**config.mk**
```make
export PLATFORM = sky130hd
export DESIGN_NAME = instr_fetch
export DESIGN_NICKNAME = d
export VERILOG_FILES = /design/src/rtl/instr_fetch.sv
export SDC_FILE = /design/constraint.sdc
export NUM_CORES = 1
export LEC_CHECK = 0
export BUFFER_PORTS_ARGS = -buffer_cell sky130_fd_sc_hd__buf_2
export CAP_MARGIN = 25
export CORE_ASPECT_RATIO = 1.25
export CORE_MARGIN = 3
export CORE_UTILIZATION = 40
export DETAILED_ROUTE_END_ITERATION = 6
export PLACE_DENSITY_LB_ADDON = 0.2
export SLEW_MARGIN = 20
export SYNTH_ARGS = -nofsm -noshare
export SYNTH_HDL_FRONTEND = slang
export SYNTH_SLANG_ARGS = --single-unit
export TNS_END_PERCENT = 20
```
**constraint.sdc**
```tcl
create_clock -name clk -period 4.4 [get_ports clk]
set_input_delay 0.22 -clock clk [delete_from_list [all_inputs] [get_ports clk]]
set_output_delay 0.22 -clock clk [all_outputs]
set_load 0.01 [all_outputs]
```
**src/rtl/instr_fetch.sv**
```systemverilog
// Instruction fetch stage: owns the PC, fetches one word at a time over
// req/ack and presents it to decode under a valid/ready handshake.
module instr_fetch #(
    parameter logic [31:0] RESET_PC = 32'h0000_3000,
    parameter int          TIMEOUT  = 16
) (
    input  logic        clk,
    input  logic        rst,
    output logic        imem_req,
    output logic [31:0] imem_addr,
    input  logic        imem_ack,
    input  logic [31:0] imem_rdata,
    output logic [31:0] inst,
    output logic [31:0] inst_pc,
    output logic [5:0]  OpCode,
    output logic [5:0]  Funct,
    output logic        inst_valid,
    input  logic        inst_ready,
    input  logic        Jump,
    input  logic        Branch,
    input  logic        Zero,
    input  logic        flush,
    input  logic [31:0] flush_pc,
    output logic        imem_timeout
);

    typedef enum logic [1:0] {
        FETCH = 2'd0,
        VALID = 2'd1,
        DROP  = 2'd2
    } state_t;

    localparam logic [15:0] TO = 16'(TIMEOUT);

    state_t      state;
    state_t      state_nxt;
    logic [31:0] pc;
    logic [31:0] saved_pc;
    logic [31:0] pc4;
    logic [31:0] br_off;
    logic [31:0] next_pc;
    logic [15:0] wd_cnt;
    logic [15:0] wd_cnt_nxt;

    assign imem_addr = pc;
    assign OpCode    = inst[31:26];
    assign Funct     = inst[5:0];

    // State register
    always_ff @(posedge clk or posedge rst) begin
        if (rst) begin
            state <= FETCH;
        end else begin
            state <= state_nxt;
        end
    end

    // Next-state logic; flush outranks both ack and ready
    always_comb begin
        state_nxt = state;
        case (state)
            FETCH: begin
                if (flush) begin
                    state_nxt = imem_ack ? FETCH : DROP;
                end else if (imem_ack) begin
                    state_nxt = VALID;
                end
            end
            VALID: begin
                if (flush || inst_ready) begin
                    state_nxt = FETCH;
                end
            end
            DROP: begin
                if (imem_ack) begin
                    state_nxt = FETCH;
                end
            end
            default: state_nxt = FETCH;
        endcase
    end

    // Handshake outputs decoded from state; no request while in reset
    always_comb begin
        imem_req   = 1'b0;
        inst_valid = 1'b0;
        case (state)
            FETCH:   imem_req = !rst;
            DROP:    imem_req = !rst;
            VALID:   inst_valid = 1'b1;
            default: imem_req = 1'b0;
        endcase
    end

    // Next PC for the instruction being accepted; jump outranks branch
    always_comb begin
        pc4    = inst_pc + 32'd4;
        br_off = {{14{inst[15]}}, inst[15:0], 2'b00};
        if (Jump) begin
            next_pc = {pc4[31:28], inst[25:0], 2'b00};
        end else if (Branch && Zero) begin
            next_pc = pc4 + br_off;
        end else begin
            next_pc = pc4;
        end
    end

    // PC, captured instruction and pending flush target
    always_ff @(posedge clk or posedge rst) begin
        if (rst) begin
            pc       <= RESET_PC;
            inst     <= 32'd0;
            inst_pc  <= 32'd0;
            saved_pc <= 32'd0;
        end else begin
            case (state)
                FETCH: begin
                    if (flush && imem_ack) begin
                        pc <= flush_pc;
                    end else if (flush) begin
                        saved_pc <= flush_pc;
                    end else if (imem_ack) begin
                        inst    <= imem_rdata;
                        inst_pc <= pc;
                    end
                end
                VALID: begin
                    if (flush) begin
                        pc <= flush_pc;
                    end else if (inst_ready) begin
                        pc <= next_pc;
                    end
                end
                DROP: begin
                    if (flush && imem_ack) begin
                        pc <= flush_pc;
                    end else if (flush) begin
                        saved_pc <= flush_pc;
                    end else if (imem_ack) begin
                        pc <= saved_pc;
                    end
                end
                default: pc <= pc;
            endcase
        end
    end

    // Watchdog count of unanswered request cycles, saturating
    always_comb begin
        wd_cnt_nxt = wd_cnt;
        if (imem_ack) begin
            wd_cnt_nxt = 16'd0;
        end else if (imem_req && wd_cnt != 16'hFFFF) begin
            wd_cnt_nxt = wd_cnt + 16'd1;
        end
    end

    // Sticky timeout flag; the request itself keeps waiting
    always_ff @(posedge clk or posedge rst) begin
        if (rst) begin
            wd_cnt       <= 16'd0;
            imem_timeout <= 1'b0;
        end else begin
            wd_cnt <= wd_cnt_nxt;
            if (TIMEOUT != 0 && wd_cnt_nxt == TO) begin
                imem_timeout <= 1'b1;
            end
        end
    end

endmodule

```
======== Yosys cells after proc, flatten, opt, wreduce, memory -nomap -nowiden ========
Index checks and enable logic that the tools add are counted.
word-level totals
  bits in registers ....................... 147
  input bits .............................. 72
  output and inout bits ................... 111
  logic and storage cells ................. 54
cells by class
  add/sub/neg operators ................... 3
  equal/unequal tests ..................... 11
  multiplexer cells ....................... 19
  bitwise gates (word level) .............. 2
  reduce and logical (&&, ||, !) cells .... 12
operator list
  kind                     number
  $mux W32                 8
  $pmux W32 S3             1
  $add A32 B3 Y32 const B  1
  $add A32 B32 Y32         1
  $mux W16                 2
  $add A16 B1 Y16 const B  1
  $eq A16 B5 Y1 const B    1
  $ne A16 B16 Y1 const B   1
  $ne A3 B3 Y1 const B     4
  $mux W2                  5
  $ne A2 B2 Y1 const B     3
  $pmux W2 S3              1
  $reduce_and A3 Y1        2
  $reduce_and A5 Y1        1
  $reduce_and A4 Y1        1
  $logic_and A1 B1 Y1      3
  $reduce_bool A3 Y1       1
  $eq A2 B1 Y1 const B     1
  $eq A2 B2 Y1 const B     1
  $logic_not A2 Y1         1
  $mux W1                  2
  $not A1 Y1               2
  $reduce_or A2 Y1         1
  $logic_not A1 Y1         1
  $logic_or A1 B1 Y1       1

======== Depth between registers and ports, before layout ========
Gate-level depths: netlist of the first run.
  word-level depth ........................ 7
  depth in mapped cells ................... 18
  depth with buffers taken out ............ 16

======== Worst setup path before layout of the first run ========
OpenSTA, ideal clock, no wires.
  kind .................................... register to register
  start ................................... reg inst_pc[2]
  end ..................................... reg pc[31], in the netlist imem_addr[31]
  arrival ................................. 3294 ps
  required time ........................... 4262 ps
  setup slack ............................. 967 ps
  stages on the path, launching flop included .. 19
  buffers on the path ..................... 2
  path through ............................ dfrtp_1 > ha_1 > nand2_1 > nor3_2 > and3_1 > buf_2 > nand2_1 > nor2_1 > xnor2_1 > ha_1 > clkbuf_1 > a21oi_1 > o21bai_1 > a21oi_1 > or2_2 > a21oi_1 > or3_1 > mux2i_1 > o211ai_1
between the ends
  word-level cells in the longest chain between the ends .. 7
RTL lines
  what                      RTL line  RTL
  start: declaration        14        output logic [31:0] inst_pc,
  start signal: assignment  124       inst_pc <= pc;
  $add A32 B3 Y32 *         97        pc4 = inst_pc + 32'd4;
  $add A32 B32 Y32          102       next_pc = pc4 + br_off;
  $mux W32                  101       end else if (Branch && Zero) begin
  $mux W32 *                99        if (Jump) begin
  $mux W32 *                130       end else if (inst_ready) begin
  $mux W32 *                128       if (flush) begin
  $pmux W32 S3 *            116       case (state)
  end signal: assignment    119       pc <= flush_pc;
  end signal: assignment    129       pc <= flush_pc;
  end signal: assignment    131       pc <= next_pc;
  end: declaration          37        logic [31:0] pc;
Every way passes the cells marked *; elsewhere a longest branch is shown, timed or not. The select of a mux whose other input is x is not followed.
A chain may end at the register's enable or synchronous reset.

======== Final worst setup path of the first run ========
  start ................................... reg inst_pc[2]
  end ..................................... reg pc[30], in the netlist imem_addr[30]
Same word-level chain as after synthesis.

==> flow_summary.toml, run 1 <==
[synthesis]
yosysTopAreaCell = "dfrtp_1"
yosys_most_used_dff = "dfrtp_1"
post-synth-top-count-cell = "dfrtp_1"
async_flop_share_pct = 100
synth_cell_types = 77
yosys-top-cells-count = "dfrtp_1 (145), mux2_2 (88), nand2_1 (88), nor2_1 (82), a21oi_1 (59)"
synth_edf_count = 0
avgSynthCellArea_um2 = 9.52
yosysWarnings = 0
synth-seq-cells = 147
netlist.area_leader.share_pct = 38.1
syn_nets = 1112
seq_area_frac_synth_pct = 38.7
synth_area_leaders = "dfrtp_1 (38%), mux2_2 (10%), ha_1 (5.1%)"
synth.cell_area_um2 = 9520
syn_inst = 1000

[critical_path]
criticalPathCategory = "reg2reg"
required_ps = 4650
endpoint_kind = "flip-flop"
crit_arrival_ps = 4090
reg2reg_setup_slack_ps = 560
path_buf_inv = 1
worstPathCellList = "ha_1, nand2_1, nor3_2, buf_4, and3_1, nand2_1, xnor2_1, ha_1, nand2_1, o21ai_0, nor2b_1, a21oi_1, a21oi_1, a41o_1, a211oi_2, mux2i_1, a41oi_1"
cpMostUsedCell = "nand2_1"
critPathSlowestCell = "dfrtp_1"
critical-path-top-delay-family = "compound AO/OA/AOI/OAI gates"
cp_slowest_stage_delay_ps = 440
startpoint_type = "flip-flop"
critPathMaxFanout = 7

[floorplanning]
placementRows = 62
pin_count = 183
die_w_um = 144
core_area_um2 = 23200
start_util_pct = 41.1
die_h_um = 179
dieArea_um2 = 25700

[layout]
nets = 1272
n_antenna_cell = 0
nFillCells = 2226
stdcell_area_um2 = 11300
area_growth_pct = 18.5
layout-drive-gt1-share_pct = 29.7

[power_and_ir_drop]
netSwitchingPower_w = 0.00390
seq_power_share_pct = 29.2
total_power_w = 0.00859
vdd_drop_max_uv = 354
powerDensity_nw_per_um2 = 762
p_int_w = 0.00469
comb_power_share_pct = 54.6
clkPwrFrac_pct = 16.1
p_leak_nw = 5.04
power_switching_share_pct = 45.4

[timing]
finalMaxSlewViolations = 0
fin_crit_sh_pct = 87.3
fin_crit_ps = 3840
worstMarginPinSlew_ps = 1010
final.setup.tns_ps = 0
fmax_mhz = 260
setup_violations = 0
fin_worst_skew_ps = 11.7
hold_violations = 0
slew_headroom_pct = 32.4
fin_ws_ps = 560
rsz0062_at_grt = "no"

[detailed_routing]
drtIter0Drc = 562
wl_per_cell_um = 21.2
via_per_inst = 5.88
drc = 0
dr.pass1.iters = 7
vias = 8590
postRouteAntennaNets = 0
drt-total-wl_mm = 30.9

[cts]
cts_tree = "built"
clkLatencyLatePin_ps = 430
clock-sinks = 147
clockBufferDepth = 2
numCtsBuffers = 17
path_clk_slew_ps = 70
root_buffer = "clkbuf_16"
h-tree-depth = 4

[global_route]
grt_pass1_vias = 8529
track_usage_pct = 24.3
grt_max_degree = 68
grt-ovfl-total = 0
antenna_found_initial = 3
grt_pass1_wl_mm = 48.3

[place]
place_ws_ps = 629
place_hpwl_mm = 22.2
place_area_um2 = 10700
port-buffer-count = 182
gp_congestion = 0.955

[run_status]
status = "completed"

[flow_run]
max_cap_viol_count = 0

[hold_path]
hold_class = "in2reg"
==> worst register-to-register path, cell delays in order, from the launching register on <==
cell and delay [ps]:
dfrtp_1 440, ha_1 270, nand2_1 110, nor3_2 190, buf_4 170, and3_1 330
nand2_1 110, xnor2_1 280, ha_1 350, nand2_1 90, o21ai_0 80, nor2b_1 140
a21oi_1 170, a21oi_1 90, a41o_1 290, a211oi_2 220, mux2i_1 200, a41oi_1 130
==> state kept, by name, indices dropped and copies added, names as in the netlist <==
signal,flops
imem_addr,32
imem_timeout,1
inst,32
inst_pc,32
saved_pc,32
state,2
wd_cnt,16
==> per-stage QoR <==
step                cells  hold slack, ps  util (%)
global placement     1426             384      46.2
floorplan            1000             352         -
finish               1460            16.6      48.6
detailed placement   1426             384      46.2
CTS                  1460            1.29      48.6
global route         1460            5.93      48.6
==> routing by layer <==
layer / global-route usage, % / wire (µm)
met5: 0 / 34
met4: 6.28 / 489
met3: 4.69 / 1610
met2: 41.0 / 15500
met1: 31.9 / 13300
==> power by group through the flow <==
| stage | combinational (W) | clock (W) | sequential (W) |
|---|---|---|---|
| after detailed placement | 0.00466 | 0 | 0.00253 |
| after floorplan | 0.00310 | 0 | 0.00256 |
| after CTS | 0.00469 | 0.00142 | 0.00251 |
| after global routing | 0.00519 | 0.00147 | 0.00260 |
| after global placement | 0.00464 | 0 | 0.00252 |
| final | 0.00469 | 0.00139 | 0.00251 |
==> layout by cell type, fill, tap and decap left out, types with 4 or more instances in the layout <==
cell          n
mux2_1        9
nand2b_1      9
buf_4        24
a211oi_1     12
clkbuf_16    17
a21o_1       10
and3_1       11
a211o_1       5
o211ai_1     16
o31ai_1       5
inv_6         4
clkinvlp_4    5
mux2i_1       9
or3_1        12
and4_1        4
a22o_1        9
nor2b_1       9
a31oi_1      11
a221oi_1     14
nor3_1       14
nand2_1      88
buf_2       182
nor2_1       82
inv_1        18
dfrtp_1     145
a21oi_1      59
ha_1         39
o21ai_1       6
mux2_2       88
o21ai_0      47
xnor2_1      39
a222oi_1      7
o21a_1        5
nand4_1      20
nand3_1      27
o22ai_1       7
and2_1        7
xor2_1       19
==> final timing paths <==
check / from / to / cells past startpoint
worst max-delay path: inst_pc[2] / imem_addr[30] / 17
worst min-delay path: imem_rdata[3] / inst[3] / 2
worst max register to register: inst_pc[2] / imem_addr[30] / 17
worst min register to register: imem_timeout / imem_timeout / 1
max in group asynchronous: rst / imem_addr[17] / 4
min in group asynchronous: rst / wd_cnt[12] / 3
==> area by class of cell <==
class | count | area, µm² | share of cell area (%)
clock inverters | 11 | 78.8 | 0.699
flip-flops and latches | 147 | 3680 | 32.6
repair buffers | 209 | 1120 | 9.94
well taps | 288 | 360 | 3.19
multi-input cells | 765 | 5490 | 48.7
inverters | 20 | 80.1 | 0.710
clock buffers | 20 | 467 | 4.14
==> kinds of logic (layout without fill, tap and decap cells) <==
logic type	after synthesis	count (layout)	share of synthesized area, %
compound gates	264	264	19.1
fa+ha+maj	40	40	5.33
flops	147	147	38.7
mux	106	106	12.4
xor+xnor	58	58	5.33
buf+inv	88	260	3.98
simple gates	297	297	15.1
==> repair_timing <==
item,in CTS,in global routing
resized for setup,0,0
buffers inserted,0,0
endpoints found under the hold margin,67,0
hold buffers,3,0
(Power assumes the default switching activity.)
==> run 2: changes to the inputs <==
--- a/config.mk
+++ b/config.mk
@@ -8,7 +8,6 @@
 export BUFFER_PORTS_ARGS = -buffer_cell sky130_fd_sc_hd__buf_2
 export CAP_MARGIN = 25
 export CORE_ASPECT_RATIO = 1.25
-export CORE_MARGIN = 3
 export CORE_UTILIZATION = 40
 export DETAILED_ROUTE_END_ITERATION = 6
 export PLACE_DENSITY_LB_ADDON = 0.2
==> flow_summary.toml, run 2 (synthesis gave the netlist of run 1 again) <==
[critical_path]
path_buf_inv = 0
worstPathCellList = "ha_1, nand2_1, nor3_4, and3_1, nand2_1, xnor2_1, ha_1, nand2_1, o21ai_0, nor2b_1, a21oi_1, a21oi_1, a41o_1, a211oi_2, mux2i_1, a41oi_1"
critPathMaxFanout = 7
crit_arrival_ps = 4130
startpoint_type = "flip-flop"
required_ps = 4650
critPathSlowestCell = "dfrtp_1"
timing.rr.end = "imem_addr[30]"
cp_slowest_stage_delay_ps = 440
critical-path-top-delay-family = "simple AND/OR/NAND/NOR gates"
cpMostUsedCell = "nand2_1"
endpoint_kind = "flip-flop"
ff2ff_path_depth = 16
criticalPathCategory = "reg2reg"
worstReg2RegStart = "inst_pc[2]"
reg2reg_setup_slack_ps = 520

[global_route]
antenna_found_initial = 1
grt_max_degree = 72
grt-ovfl-total = 0
grt_pass1_vias = 8464
grt_pass1_wl_mm = 47.2
track_usage_pct = 25.3

[timing]
slew_headroom_pct = 26.3
holdWs_ps = 3.92
fin_ws_ps = 521
fmax_mhz = 258
rsz0062_at_grt = "no"
final.setup.tns_ps = 0
hold_violations = 0
fin_crit_sh_pct = 88.2
fin_crit_ps = 3880
setup_violations = 0
fin_worst_skew_ps = 9.51
finalMaxSlewViolations = 0
worstMarginPinSlew_ps = 1100

[cts]
path_clk_slew_ps = 70
root_buffer = "clkbuf_16"
numCtsBuffers = 17
clockBufferDepth = 2
clkLatencyLatePin_ps = 440
cts_setup_buffers = 0
cts_tree = "built"
clock-sinks = 147
h-tree-depth = 4

[place]
place_hpwl_mm = 21.5
dp.cells = 1422
place_ws_ps = 452
port-buffer-count = 182
gp_congestion = 0.916

[hold_path]
hold_class = "in2reg"
hold_depth = 2
min_to = "inst[29]"
hp-start = "imem_rdata[29]"

[floorplanning]
pin_count = 183
start_util_pct = 41.1
placementRows = 62
die_h_um = 175
die_w_um = 140
core_area_um2 = 23200
dieArea_um2 = 24400

[layout]
mostFrequentLayoutCell = "buf_2"
area_growth_pct = 20.2
nets = 1283
layout-drive-gt1-share_pct = 29.1
instances_no_fill = 1473
nFillCells = 2194
layout_common_cells = "buf_2 (182), dfrtp_1 (145), mux2_2 (88), nand2_1 (88), nor2_1 (82)"

[detailed_routing]
via_per_inst = 5.78
vias = 8518
drtIter0Drc = 635
drc = 0
postRouteAntennaNets = 0
drt-total-wl_mm = 30.1
wl_per_cell_um = 20.4
dr.pass1.iters = 7

[power_and_ir_drop]
vdd_drop_max_uv = 323
powerDensity_nw_per_um2 = 754
total_power_w = 0.00863
p_leak_nw = 5.11

[flow_run]
max_cap_viol_count = 0

[run_status]
status = "completed"
## run 2: cell count changes in the layout (fill, tap and decap cells not counted), sizes merged
cell	delta
diode	+1
clkbuf	-1
bufinv	+2
clkinvlp	-1
clkinv	+4
buf	-4
inv	-3
dlygate4sd3	+15
## run 2: metrics by stage
step,utilization (%),cell area (µm²)
after floorplan,-,9520
after global placement,46.0,10700
after detailed placement,46.0,10700
after CTS,49.3,11400
after global routing,49.3,11400
final,49.3,11400
## run 2: layout make-up
class                      instances  area (µm²)  share of cell area, %
multi-input combinational        765        5500                   48.1
sequential                       147        3680                   32.2
timing repair buffer             220        1240                   10.8
clock buffer                      19         443                   3.87
tap                              288         360                   3.15
clock inverter                    13         136                   1.19
inverter                          20        80.1                  0.700
antenna                            1        2.50                 0.0219
## run 2: what timing repair did
| item | in CTS | in global routing |
|---|---|---|
| hold buffers | 18 | 0 |
| setup endpoints to repair | 0 | 1 |
| resized for setup | 0 | 1 |
| hold endpoints to repair | 86 | 0 |
## run 2: report_power, final
part           switching, W  total, W  internal (W)
clock network      0.000615   0.00146      0.000847
registers          0.000613   0.00252       0.00191
logic               0.00263   0.00464       0.00201
total               0.00386   0.00863       0.00477
## run 2: per-layer routing
metal / routed length (µm) / vias to the layer above / GRT usage [%]
met5: 0 / - / 0
met4: 889 / 0 / 10.6
met1: 12900 / 4175 / 31.7
li1: - / 4029 / -
met3: 1560 / 54 / 5.43
met2: 14800 / 260 / 42.1
## run 2: worst max-delay path by stage
stage,from,end,cells past startpoint
final,inst_pc[2],imem_addr[30],16
after floorplan,rst,imem_addr[0],1
after global routing,inst_pc[2],imem_addr[31],15
after global placement,inst_pc[2],imem_addr[31],14
after CTS,inst_pc[2],imem_addr[30],16
after detailed placement,inst_pc[2],imem_addr[31],15
